$ cat config.mk
export PLATFORM = sky130hd
export DESIGN_NAME = mem_dump_reader_flat
export DESIGN_NICKNAME = d
export VERILOG_FILES = /design/src/rtl/mem_dump_reader_if.sv /design/src/rtl/mem_dump_reader.sv /design/src/flat_wrapper.sv
export SDC_FILE = /design/constraint.sdc
export NUM_CORES = 1
export LEC_CHECK = 0
export BUFFER_PORTS_ARGS = -buffer_cell sky130_fd_sc_hd__buf_2
export CAP_MARGIN = 10
export CORE_ASPECT_RATIO = 0.6
export CORE_UTILIZATION = 45
export DETAILED_ROUTE_END_ITERATION = 7
export PLACE_DENSITY = 0.74
export RECOVER_POWER = 25
export SLEW_MARGIN = 20
export SYNTH_ARGS = -nofsm -noshare
export SYNTH_HDL_FRONTEND = slang
export SYNTH_SLANG_ARGS = --single-unit
$ cat constraint.sdc
create_clock -name clk -period 2.5 [get_ports clk]
set_clock_uncertainty 0.2 [all_clocks]
set_input_delay 0.125 -clock clk [delete_from_list [all_inputs] [get_ports clk]]
set_output_delay 0.125 -clock clk [all_outputs]
set_load 0.005 [all_outputs]
$ cat src/rtl/mem_dump_reader_if.sv
// RAM bus and word-stream signals of the memory dump reader.
// The master side is the reader; the slave side is the RAM mux plus the stream consumer.
interface mem_dump_reader_if #(
   parameter int ADDR_W = 5,
   parameter int DATA_W = 16
);
   logic              bus_req;
   logic              bus_gnt;
   logic [ADDR_W-1:0] addressbus;
   logic              read;
   logic              write;
   logic [DATA_W-1:0] databus;
   logic [DATA_W-1:0] out_data;
   logic [ADDR_W-1:0] out_addr;
   logic              out_valid;
   logic              out_ready;

   // out_valid/out_ready: a word transfers on every rising edge where both are high;
   // once out_valid is up, out_data/out_addr stay put until that edge.
   modport master (
      output bus_req, addressbus, read, write, out_data, out_addr, out_valid,
      input  bus_gnt, databus, out_ready
   );

   modport slave (
      input  bus_req, addressbus, read, write, out_data, out_addr, out_valid,
      output bus_gnt, databus, out_ready
   );
endinterface

$ cat src/rtl/mem_dump_reader.sv
// Bus-master readback engine: reads a wrapping RAM address range and streams
// each word with its address over a valid/ready channel.
module mem_dump_reader #(
   parameter int ADDR_W = 5,
   parameter int DATA_W = 16,
   parameter int RD_LAT = 1
) (
   input  logic                clk,
   input  logic                rst_n,
   input  logic                start,
   input  logic [ADDR_W-1:0]   start_addr,
   input  logic [ADDR_W-1:0]   end_addr,
   mem_dump_reader_if.master   bus,
   output logic                busy,
   output logic                done,
   output logic [2:0]          state_dbg
);

   localparam logic [2:0] S_IDLE = 3'd0;
   localparam logic [2:0] S_REQ  = 3'd1;
   localparam logic [2:0] S_RD   = 3'd2;
   localparam logic [2:0] S_WAIT = 3'd3;
   localparam logic [2:0] S_OUT  = 3'd4;
   localparam logic [2:0] S_DONE = 3'd5;

   logic [2:0]        state_q, state_d;
   logic [ADDR_W-1:0] cur_q, cur_d;
   logic [ADDR_W-1:0] last_q, last_d;
   logic [1:0]        cnt_q, cnt_d;
   logic [DATA_W-1:0] out_data_q, out_data_d;
   logic [ADDR_W-1:0] out_addr_q, out_addr_d;
   logic              rd_phase;

   always_comb begin
      state_d    = state_q;
      cur_d      = cur_q;
      last_d     = last_q;
      cnt_d      = cnt_q;
      out_data_d = out_data_q;
      out_addr_d = out_addr_q;
      case (state_q)
         S_IDLE: begin
            if (start) begin
               cur_d   = start_addr;
               last_d  = end_addr;
               state_d = S_REQ;
            end
         end
         S_REQ: begin
            if (bus.bus_gnt) state_d = S_RD;
         end
         S_RD: begin
            if (!bus.bus_gnt) begin
               state_d = S_REQ;
            end else begin
               cnt_d   = 2'(RD_LAT - 1);
               state_d = S_WAIT;
            end
         end
         S_WAIT: begin
            // Losing the grant mid-read discards the access; the word is re-read after regrant.
            if (!bus.bus_gnt) begin
               state_d = S_REQ;
            end else if (cnt_q == 2'd0) begin
               out_data_d = bus.databus;
               out_addr_d = cur_q;
               state_d    = S_OUT;
            end else begin
               cnt_d = cnt_q - 2'd1;
            end
         end
         S_OUT: begin
            if (bus.out_ready) begin
               if (cur_q == last_q) begin
                  state_d = S_DONE;
               end else begin
                  cur_d   = cur_q + 1'b1;
                  state_d = S_RD;
               end
            end
         end
         S_DONE:  state_d = S_IDLE;
         default: state_d = S_IDLE;
      endcase
   end

   always_ff @(posedge clk or negedge rst_n) begin
      if (!rst_n) begin
         state_q    <= S_IDLE;
         cur_q      <= '0;
         last_q     <= '0;
         cnt_q      <= '0;
         out_data_q <= '0;
         out_addr_q <= '0;
      end else begin
         state_q    <= state_d;
         cur_q      <= cur_d;
         last_q     <= last_d;
         cnt_q      <= cnt_d;
         out_data_q <= out_data_d;
         out_addr_q <= out_addr_d;
      end
   end

   // read follows the grant combinationally so a revoked grant frees the bus at once.
   assign rd_phase       = (state_q == S_RD) || (state_q == S_WAIT);
   assign bus.read       = rd_phase && bus.bus_gnt;
   assign bus.addressbus = bus.read ? cur_q : '0;
   assign bus.write      = 1'b0;
   assign bus.bus_req    = (state_q == S_REQ) || rd_phase || (state_q == S_OUT);
   assign bus.out_valid  = (state_q == S_OUT);
   assign bus.out_data   = out_data_q;
   assign bus.out_addr   = out_addr_q;
   assign busy           = (state_q != S_IDLE);
   assign done           = (state_q == S_DONE);
   assign state_dbg      = state_q;

endmodule

$ cat src/flat_wrapper.sv
// flat-port wrapper written by rule: the top's interface ports become plain ports
module mem_dump_reader_flat 
#(
   parameter int ADDR_W = 5,
   parameter int DATA_W = 16,
   parameter int RD_LAT = 1
)
  (clk, rst_n, start, start_addr, end_addr, busy, done, state_dbg, bus_bus_req, bus_addressbus, bus_read, bus_write, bus_out_data, bus_out_addr, bus_out_valid, bus_bus_gnt, bus_databus, bus_out_ready);
  mem_dump_reader_if #(.ADDR_W(ADDR_W), .DATA_W(DATA_W)) bus_i ();
  input  logic clk;
  input  logic rst_n;
  input  logic start;
  input  logic [ADDR_W-1:0] start_addr;
  input  logic [ADDR_W-1:0] end_addr;
  output logic busy;
  output logic done;
  output logic [2:0] state_dbg;
  output wire logic [$bits(bus_i.bus_req)-1:0] bus_bus_req;
  output wire logic [$bits(bus_i.addressbus)-1:0] bus_addressbus;
  output wire logic [$bits(bus_i.read)-1:0] bus_read;
  output wire logic [$bits(bus_i.write)-1:0] bus_write;
  output wire logic [$bits(bus_i.out_data)-1:0] bus_out_data;
  output wire logic [$bits(bus_i.out_addr)-1:0] bus_out_addr;
  output wire logic [$bits(bus_i.out_valid)-1:0] bus_out_valid;
  input wire logic [$bits(bus_i.bus_gnt)-1:0] bus_bus_gnt;
  input wire logic [$bits(bus_i.databus)-1:0] bus_databus;
  input wire logic [$bits(bus_i.out_ready)-1:0] bus_out_ready;
  assign bus_bus_req = bus_i.bus_req;
  assign bus_addressbus = bus_i.addressbus;
  assign bus_read = bus_i.read;
  assign bus_write = bus_i.write;
  assign bus_out_data = bus_i.out_data;
  assign bus_out_addr = bus_i.out_addr;
  assign bus_out_valid = bus_i.out_valid;
  assign bus_i.bus_gnt = bus_bus_gnt;
  assign bus_i.databus = bus_databus;
  assign bus_i.out_ready = bus_out_ready;
  mem_dump_reader #(.ADDR_W(ADDR_W), .DATA_W(DATA_W), .RD_LAT(RD_LAT)) u_core (.clk(clk), .rst_n(rst_n), .start(start), .start_addr(start_addr), .end_addr(end_addr), .bus(bus_i), .busy(busy), .done(done), .state_dbg(state_dbg));
endmodule
* Yosys cells after proc, flatten, opt, wreduce, memory -nomap -nowiden
Cells that the tools add are included.
Storage, ports and cells: input bits 31, bits in registers 36, output and inout port bits 35, logic and storage cells 53
Cells by class: reduce and logical (&&, ||, !) cells 14, equal/unequal tests 14, mux-type cells 17, add/subtract/negate cells 2
Operator list (number):
- 5-bit two-way mux | 4
- 3-bit two-way mux | 6
- 3-bit one-hot mux with 5 select lines | 1
- 2-bit inequality test, second input constant | 6
- 4-bit AND reduction | 3
- 5-bit one-hot mux with 2 select lines | 1
- 2-bit two-way mux | 4
- 3-bit by 2-bit == test with 1-bit output, second input constant | 2
- 3-bit == test, second input constant | 2
- 5-bit by 1-bit adder with 5-bit output, second input constant | 1
- 5-bit == test | 1
- 2-bit one-hot mux with 2 select lines | 1
- 2-bit nonzero test | 2
- 3-bit by 1-bit == test with 1-bit output, second input constant | 1
- 3-bit zero test | 1
- 1-bit logical OR | 3
- 3-bit by 2-bit inequality test with 1-bit output, second input constant | 1
- 3-bit AND reduction | 1
- 3-bit nonzero test | 1
- 2-bit zero test | 1
- 2-bit by 1-bit inequality test with 1-bit output, second input constant | 1
- 2-bit AND reduction | 1
- 2-bit by 1-bit subtractor with 2-bit output, second input constant | 1
- 1-bit logical AND | 1

* Depth between registers and ports, before layout
Gate-level depths: netlist of the first run.
word-level depth 4, gate-level depth with buffers 7

* Worst setup path after synthesis of the first run
OpenSTA, ideal clock, no wires.
path kind register to register, start point register u_core.state_q[0] (netlist: u_core.state_dbg[0]), end point register u_core.last_q[0], path buffers 1, slack 0.712 ns, data arrival time 1.463 ns, stages on the path, launching flop included 5, cells stage by stage dfrtp_1 buf_4 or3_1 nor2_2 mux2_2
On the way: longest elaborated chain between the ends 2
Ends and longest elaborated chain:
- start, declared | line mem_dump_reader.sv:26 | logic [2:0] state_q, state_d;
- start signal, assigned | line mem_dump_reader.sv:96 | state_q <= state_d;
- 3-bit zero test | line mem_dump_reader.sv:41 | case (state_q)
- 2-bit AND reduction (no source line)
- end signal, assigned | line mem_dump_reader.sv:98 | last_q <= last_d;
- end, declared | line mem_dump_reader.sv:28 | logic [ADDR_W-1:0] last_q, last_d;
Every way passes these cells. A chain may end at the register's enable or synchronous reset.

* Worst setup path after layout of the first run
start point register u_core.state_q[2] (netlist: u_core.state_dbg[2]), end point register u_core.out_data_q[3] (netlist: u_core.bus.out_data[3])
On the way: longest elaborated chain between the ends 2
Ends and longest elaborated chain:
- 3-bit by 2-bit == test with 1-bit output | line mem_dump_reader.sv:41
- 3-bit AND reduction (no source line)
- end signal, assigned | line mem_dump_reader.sv:100 | out_data_q <= out_data_d;
- end, declared | line mem_dump_reader.sv:30 | logic [DATA_W-1:0] out_data_q, out_data_d;
Every way passes these cells.

==> results of run 1 <==
[logic make-up after synthesis]
group,Yosys count,synth area share [%]
compound gates,24,9.11
xor+xnor,6,3.01
fa+ha+maj,2,1.43
buf+inv,12,4.38
flops,36,51.6
mux,29,18.6
other cells,1,0.215
simple gates,36,11.6
[area by class of cell]
type | instances | area, um2
Fill cell | 307 | 1270
Tap cell | 47 | 58.8
Inverter | 6 | 23.8
Timing Repair Buffer | 90 | 564
Multi-Input combinational cell | 98 | 767
Clock buffer | 6 | 82.6
Sequential cell | 36 | 901
Clock inverter | 2 | 10.0
[per-stage QoR]
step	area (um2)	std cells	worst slack, ns	hold slack (ns)	total power [uW]
global route	2410	285	0.345	0.0385	2780
finish	2410	285	0.481	0.0188	2570
global placement	2070	251	0.526	0.0435	2110
floorplan	1740	146	0.712	-0.371	1760
detailed placement	2070	251	0.503	0.0547	2130
CTS	2420	285	0.483	0.00763	2590
[layout by cell type, fill, tap and decap left out, types with 5 or more instances in the layout]
master | Yosys | layout
mux2_2 | 27 | 27
a21oi_1 | 8 | 8
o22a_1 | 5 | 5
xor2_1 | 6 | 6
inv_1 | 5 | 5
nor2_1 | 5 | 5
clkbuf_8 | 0 | 6
dfrtp_1 | 36 | 36
and2_1 | 6 | 6
buf_2 | 0 | 50
nand2_1 | 8 | 8
clkbuf_1 | 1 | 13
dlygate4sd3_1 | 0 | 26
[synthesized netlist by cell type (all sizes together)]
cell type | instances | share of area [%]
nand2b | 2 | 0.72
buf | 5 | 2.8
clkbuf | 1 | 0.22
nor2 | 6 | 1.4
o21ai | 2 | 0.57
and2 | 6 | 2.2
o21bai | 1 | 0.43
o22ai | 4 | 1.4
a21oi | 8 | 2.3
mux2i | 2 | 1.1
o32ai | 1 | 0.50
clkinv | 1 | 0.29
mux2 | 27 | 17
xor2 | 6 | 3.0
a31oi | 1 | 0.36
or2 | 3 | 1.2
nand3b | 2 | 0.86
nor3b | 1 | 0.43
dfrtp | 36 | 52
nand2 | 8 | 1.7
or3 | 1 | 0.36
ha | 2 | 1.4
a311o | 1 | 0.57
inv | 5 | 1.1
nor3 | 4 | 1.1
o22a | 5 | 2.5
o21a | 1 | 0.43
conb | 1 | 0.22
nand3 | 3 | 1.6
[flip-flops by register name (all words and copies together) (netlist names)]
name and count:
u_core.last_q 5, u_core.bus.out_data 16, u_core.cnt_q 2, u_core.bus.out_addr 5
u_core.state_dbg 3, u_core.cur_q 5
[worst max-delay path by stage]
| stage | start | slack, ns | end | cells after the start |
|---|---|---|---|---|
| floorplan | u_core.state_dbg[0]$_DFFE_PN0P_ | 0.71 | u_core.last_q[0]$_DFFE_PN0P_ | 4 |
| global placement | u_core.state_dbg[2]$_DFFE_PN0P_ | 0.53 | u_core.bus.out_data[11]$_DFFE_PN0P_ | 4 |
| detailed placement | u_core.state_dbg[2]$_DFFE_PN0P_ | 0.50 | u_core.bus.out_data[3]$_DFFE_PN0P_ | 4 |
| CTS | u_core.state_dbg[2]$_DFFE_PN0P_ | 0.48 | u_core.bus.out_data[3]$_DFFE_PN0P_ | 4 |
| global route | u_core.state_dbg[2]$_DFFE_PN0P_ | 0.34 | u_core.bus.out_data[0]$_DFFE_PN0P_ | 4 |
| finish | u_core.state_dbg[2]$_DFFE_PN0P_ | 0.48 | u_core.bus.out_data[3]$_DFFE_PN0P_ | 4 |
[worst min-delay path: stages]
cell and delay [ns]:
buf_2 0.08, o22a_1 0.12, o22a_1 0.13
[metal layers]
metal	wire length (um)	global-route usage (%)	vias up
li1	-	-	701
met4	58	8.48	0
met2	1800	33.2	44
met5	0	0	-
met1	1830	28.6	682
met3	239	6.73	8
[power breakdown]
part | internal (uW) | switching (uW) | leakage [uW]
Clock | 220 | 201 | 0.0000510
Sequential | 868 | 253 | 0.000433
Combinational | 571 | 455 | 0.000671
==> key figures, run 1 <==
Detailed routing
  – DR WL/cell: 13.8 um
  – Detail Route Antenna Nets: 0
  – # DRC: 0
  – 1st-pass router iterations: 4
  – Initial DRC Count: 52
  – Drt via density: 5.04
  – WL final: 3930 um
  – Vias: 1435

Clock network
  – H-tree depth: 2
  – Longest Clk Path Bufs: 2
  – Post-cts sizing count: 0
  – Worst-skew pair later-pin latency: 0.28 ns
  – CTS tree: done
  – Post-CTS setup buffer count: 0
  – Cts hold-fix bufs: 26
  – Root buf cell: clkbuf_8
  – CTS clk-pin slew, worst paths: 0.07 ns
  – Num CTS Buffers: 5
  – TritonCTS Sinks: 36

STA
  – Final Hold Fails: 0
  – Fin crit period: 2.02 ns
  – Fmax: 495 MHz
  – RSZ-0062 raised after global routing: false
  – Final Max Tran Viols: 0
  – Worst slew margin relative to its limit: 40.3%
  – Worst-Margin Slew: 0.896 ns
  – Tcrit/Tclk final: 80.8%
  – Setup TNS Final: 0 ns
  – Final setup vio count: 0

Synth
  – Synth warn: 0
  – Synthesized Nets: 179
  – Sequential element share of the synthesized area: 51.6%
  – Syn Std Cell Area: 0.00174 mm2
  – Avg Cell Area, Syn: 11.9 um2
  – Count of different cell masters after synthesis: 33
  – Syn Inst Count: 146
  – Post-synthesis register bit count: 36

Setup path
  – Arr. time, crit path: 1.98 ns
  – Worst r2r src: u_core.state_dbg[2]$_DFFE_PN0P_
  – Slowest-stage cell, CP: dfrtp_1
  – Crit path kind: reg2reg
  – Worst Path Required: 2.46 ns
  – R2R depth: 4
  – Critical path buffers and inverters: 1
  – CP Capture Type: flop
  – CP Max Fanout: 22
  – FF-to-FF End: u_core.bus.out_data[3]$_DFFE_PN0P_
  – CP max stage delay: 0.65 ns
  – Reg2Reg Setup Slack: 0.48 ns
  – Worst setup SP type: flop
  – Family with the most delay on the worst path: flip-flops
  – CP Cell Sequence: or2_4 > clkinv_2 > nand3_4 > mux2_2

Final layout
  – Layout cells sized above 1: 38.7%
  – Area delta synth->final: 38.0%
  – Antenna cell count: 0
  – Layout Nets: 270
  – Utilization after layout: 65.4%

Floorplan
  – Num rows: 17
  – IO Count: 66
  – DIE HEIGHT: 50.2 um
  – Die area: 0.00414 mm2
  – Die extent in x: 82.4 um
  – Core region area: 0.00368 mm2
  – Starting Density: 47.4%

Min path
  – HP Class: in2reg
  – Worst hold endpoint: u_core.cur_q[4]$_DFFE_PN0P_
  – WHS Path Cells: 3
  – Hold Startpoint: start_addr[4]

Global route
  – Overflow after GRT: 0
  – First-pass GRT wire length: 6540 um
  – Pin count of the biggest net entering global routing: 37
  – Tot GR Track Use: 21.7%
  – Initial antenna violation count: 0
  – Number of global-route vias before repair: 1378

Power and ir drop
  – Power Density: 1070 mW/mm2
  – VDD IR max: 0.000485 V
  – Pleak: 0.00115 uW

Placed design
  – Dpl hpwl: 2540 um
  – Buffers added on ports: 64
  – Routability cong.: 0.792

Run
  – Maxcap violations: 0

Status
  – Outcome: finished clean
(Power assumes the default switching activity.)
==> run 2: changes to the inputs <==
--- a/config.mk
+++ b/config.mk
@@ -8,9 +8,9 @@
 export BUFFER_PORTS_ARGS = -buffer_cell sky130_fd_sc_hd__buf_2
 export CAP_MARGIN = 10
 export CORE_ASPECT_RATIO = 0.6
-export CORE_UTILIZATION = 45
+export CORE_UTILIZATION = 44
 export DETAILED_ROUTE_END_ITERATION = 7
-export PLACE_DENSITY = 0.74
+export PLACE_DENSITY = 0.76
 export RECOVER_POWER = 25
 export SLEW_MARGIN = 20
 export SYNTH_ARGS = -nofsm -noshare
==> constraint.sdc (replaced) <==
create_clock -name clk -period 1.7 [get_ports clk]
set_clock_uncertainty 0.2 [all_clocks]
set_input_delay 0.085 -clock clk [delete_from_list [all_inputs] [get_ports clk]]
set_output_delay 0.085 -clock clk [all_outputs]
set_load 0.005 [all_outputs]
==> run 2 against run 1 <==
Against the previous run: the run now ends with negative setup slack left; sequential power grew 38%; largest power group is now combinational logic; first-iteration DRC count rose by 23%; sequential share of layout area decreased by 7.0 points; hold slack got worse by 0.017 ns; core utilization up 14 points; global-route usage increased by 1.9 points; highest routed layer unchanged; flip-flop and latch count unchanged; design area up 23%; clock-buffer cell count unchanged; combinational power rose to 2.6 times the previous value; wire length is 37% higher; register-to-register slack worse by 0.54 ns.
==> key figures, run 2 (synthesized netlist as in run 1, its figures left out) <==
Setup path
  – CP Max Fanout: 6 (-73%)
  – CP endpoint: bus_out_valid
  – Slowest-stage cell, CP: dfrtp_2
  – CP Capture Type: primary output
  – Reg2Reg Setup Slack: -0.06 ns (-0.54 ns)
  – CP max stage delay: 0.45 ns (-0.20 ns)
  – CP Launch Point: u_core.state_dbg[2]$_DFFE_PN0P_
  – Most Frequent Cell on Critical Path: buf_6
  – Crit path kind: reg2out
  – FF-to-FF End: u_core.cur_q[0]$_DFFE_PN0P_
  – Arr. time, crit path: 1.51 ns (-0.47 ns)
  – R2R depth: 6 (+2)
  – Worst setup SP type: flop
  – Worst Path Required: 1.41 ns (-1.05 ns)
  – Worst r2r src: u_core.state_dbg[2]$_DFFE_PN0P_
  – CP Cell Sequence: buf_6 > buf_6 > nand3b_1 > inv_2 > buf_6

STA
  – Tcrit/Tclk final: 105%
  – RSZ-0062 raised after global routing: true
  – Worst-Margin Slew: 0.864 ns (-0.0315 ns)
  – Worst slew margin relative to its limit: 42.4% (+2.1 points)
  – Final Hold Fails: 0 (unchanged)
  – Fmax: 558 MHz
  – Worst setup margin: -0.0918 ns (-0.572 ns)
  – Final setup vio count: 18 (+18)
  – Final Max Tran Viols: 0 (unchanged)
  – Fin crit period: 1.79 ns

Final layout
  – Layout Nets: 307 (+14%)
  – Commonest non-fill, non-tap cell in the layout: buf_2
  – Max FFs per register: 16 (unchanged)
  – Layout cells sized above 1: 61.5% (+23 points)
  – # fillers: 210 (-32%)
  – Antenna cell count: 0 (unchanged)
  – Design Area, Final: 0.00297 mm2 (+23%)
  – Utilization after layout: 79.8% (+14 points)
  – Area delta synth->final: 70.2%
  – Most frequent cells in the layout: buf_2 (59), dfrtp_1 (34), dlygate4sd3_1 (26), buf_4 (25), mux2_2 (21)

Status
  – Outcome: finished, violations left
  – Failing checks: negative setup slack

Detailed routing
  – Detail Route Antenna Nets: 0 (unchanged)
  – Vias: 1701 (+19%)
  – # DRC: 0 (unchanged)
  – WL final: 5400 um (+37%)
  – 1st-pass router iterations: 4 (unchanged)
  – Initial DRC Count: 64 (+23%)
  – DR WL/cell: 16.8 um (+22%)
  – Drt via density: 5.28 (+4.9%)

Power and ir drop
  – Switching share of total power: 34.7% (-0.69 points)
  – Power Density: 1670 mW/mm2 (+56%)
  – Seq pwr share: 31.4% (-12 points)
  – Pleak: 0.00145 uW (+26%)
  – Final Power: 4950 uW (+93%)
  – Clock power share: 14.9% (-1.5 points)
  – Cell-internal power: 3230 uW (+95%)
  – Psw: 1720 uW (+89%)
  – VDD IR max: 0.00115 V (+140%)
  – Combinational share of power: 53.8% (+14 points)

Floorplan
  – Starting Density: 46.9% (-0.54 points)
  – Die extent in x: 83.3 um (+1.1%)
  – Die area: 0.00423 mm2 (+2.2%)
  – IO Count: 66 (unchanged)
  – DIE HEIGHT: 50.8 um (+1.1%)
  – Num rows: 17 (unchanged)
  – Core region area: 0.00372 mm2 (+1.2%)

Placed design
  – Buffers added on ports: 64 (unchanged)
  – Dpl ws: -0.120 ns (-0.623 ns)
  – Routability cong.: 0.908 (+15%)
  – Placed cell area: 0.00225 mm2 (+8.8%)
  – Dpl hpwl: 2930 um (+15%)

Run
  – Maxcap violations: 0 (unchanged)

Clock network
  – H-tree depth: 2 (unchanged)
  – Worst-skew pair later-pin latency: 0.29 ns (about the same)
  – Root buf cell: clkbuf_8
  – TritonCTS Sinks: 36 (unchanged)
  – Num CTS Buffers: 5 (unchanged)
  – Longest Clk Path Bufs: 2 (unchanged)
  – CTS clk-pin slew, worst paths: 0.07 ns (about the same)
  – CTS tree: done

Global route
  – Met2 Resource Use GR: 38.4% (+5.2 points)
  – Busiest grt layer: met2
  – Overflow after GRT: 0 (unchanged)
  – Met3 global-route usage: 6.41% (-0.31 points)
  – Initial antenna violation count: 0 (unchanged)
  – Number of global-route vias before repair: 1606 (+17%)
  – Grt met1 use: 30.4% (+1.8 points)
  – First-pass GRT wire length: 7450 um (+14%)
  – Pin count of the biggest net entering global routing: 37 (unchanged)
  – Tot GR Track Use: 23.6% (+1.9 points)

Min path
  – HP Class: in2reg
[run 2: how the worst min path moves through the flow]
stage / startpoint / to / depth (start not counted)
floorplan: rst_n / u_core.bus.out_addr[0]$_DFFE_PN0P_ / 0
global placement: rst_n / u_core.bus.out_data[6]$_DFFE_PN0P_ / 2
detailed placement: rst_n / u_core.bus.out_data[6]$_DFFE_PN0P_ / 2
CTS: start_addr[4] / u_core.cur_q[4]$_DFFE_PN0P_ / 3
global route: start_addr[4] / u_core.cur_q[4]$_DFFE_PN0P_ / 3
finish: start_addr[4] / u_core.cur_q[4]$_DFFE_PN0P_ / 3
[run 2: layout make-up]
class / count / area (um2) / area share [%]
Clock buffer: 6 / 72.6 / 2.44
Inverter: 6 / 27.5 / 0.927
Tap cell: 47 / 58.8 / 1.98
Sequential cell: 36 / 903 / 30.4
Multi-Input combinational cell: 99 / 932 / 31.4
Clock inverter: 2 / 35.0 / 1.18
Timing Repair Buffer: 126 / 940 / 31.6
[run 2: layer usage]
metal | share of wire (%) | vias to the layer above
met4 | 2.6 | 0
met1 | 41 | 834
met3 | 6.2 | 17
li1 | - | 774
met2 | 50 | 76
met5 | 0 | -
[run 2: repair_timing]
action | in CTS | in global routing
hold endpoints to repair | 61 | 0
pin swaps | 9 | 12
endpoints found under the setup margin | 15 | 44
buffers inserted | 8 | 5
gates resized for setup | 19 | 34
cloned | 1 | 2
hold buffers | 26 | 0
[run 2: worst max-delay path, delay by kind of cell (launching register included)]
family	cells	cell delay [ns]
DFF	1	0.45
and+or+nand+nor	1	0.21
buffers and inverters	4	0.56
[run 2: power groups by stage]
stage | registers [uW] | clock network (uW) | logic (uW)
floorplan | 1580 | 0 | 1040
global placement | 1520 | 0 | 1910
detailed placement | 1530 | 0 | 1940
CTS | 1520 | 751 | 2190
global route | 1600 | 793 | 2850
finish | 1550 | 737 | 2660
[run 2: per-stage QoR]
| stage | instances | TNS, ns | hold WS [ns] |
|---|---|---|---|
| 2_1_floorplan | 146 | -0.448 | -0.411 |
| 3_3_place_gp | 272 | -0.311 | -0.0521 |
| 3_5_place_dp | 272 | -0.490 | -0.0509 |
| 4_1_cts | 315 | -0.166 | 0.00324 |
| 5_1_grt | 322 | -1.57 | 0.0199 |
| 6_report | 322 | -0.633 | 0.00186 |
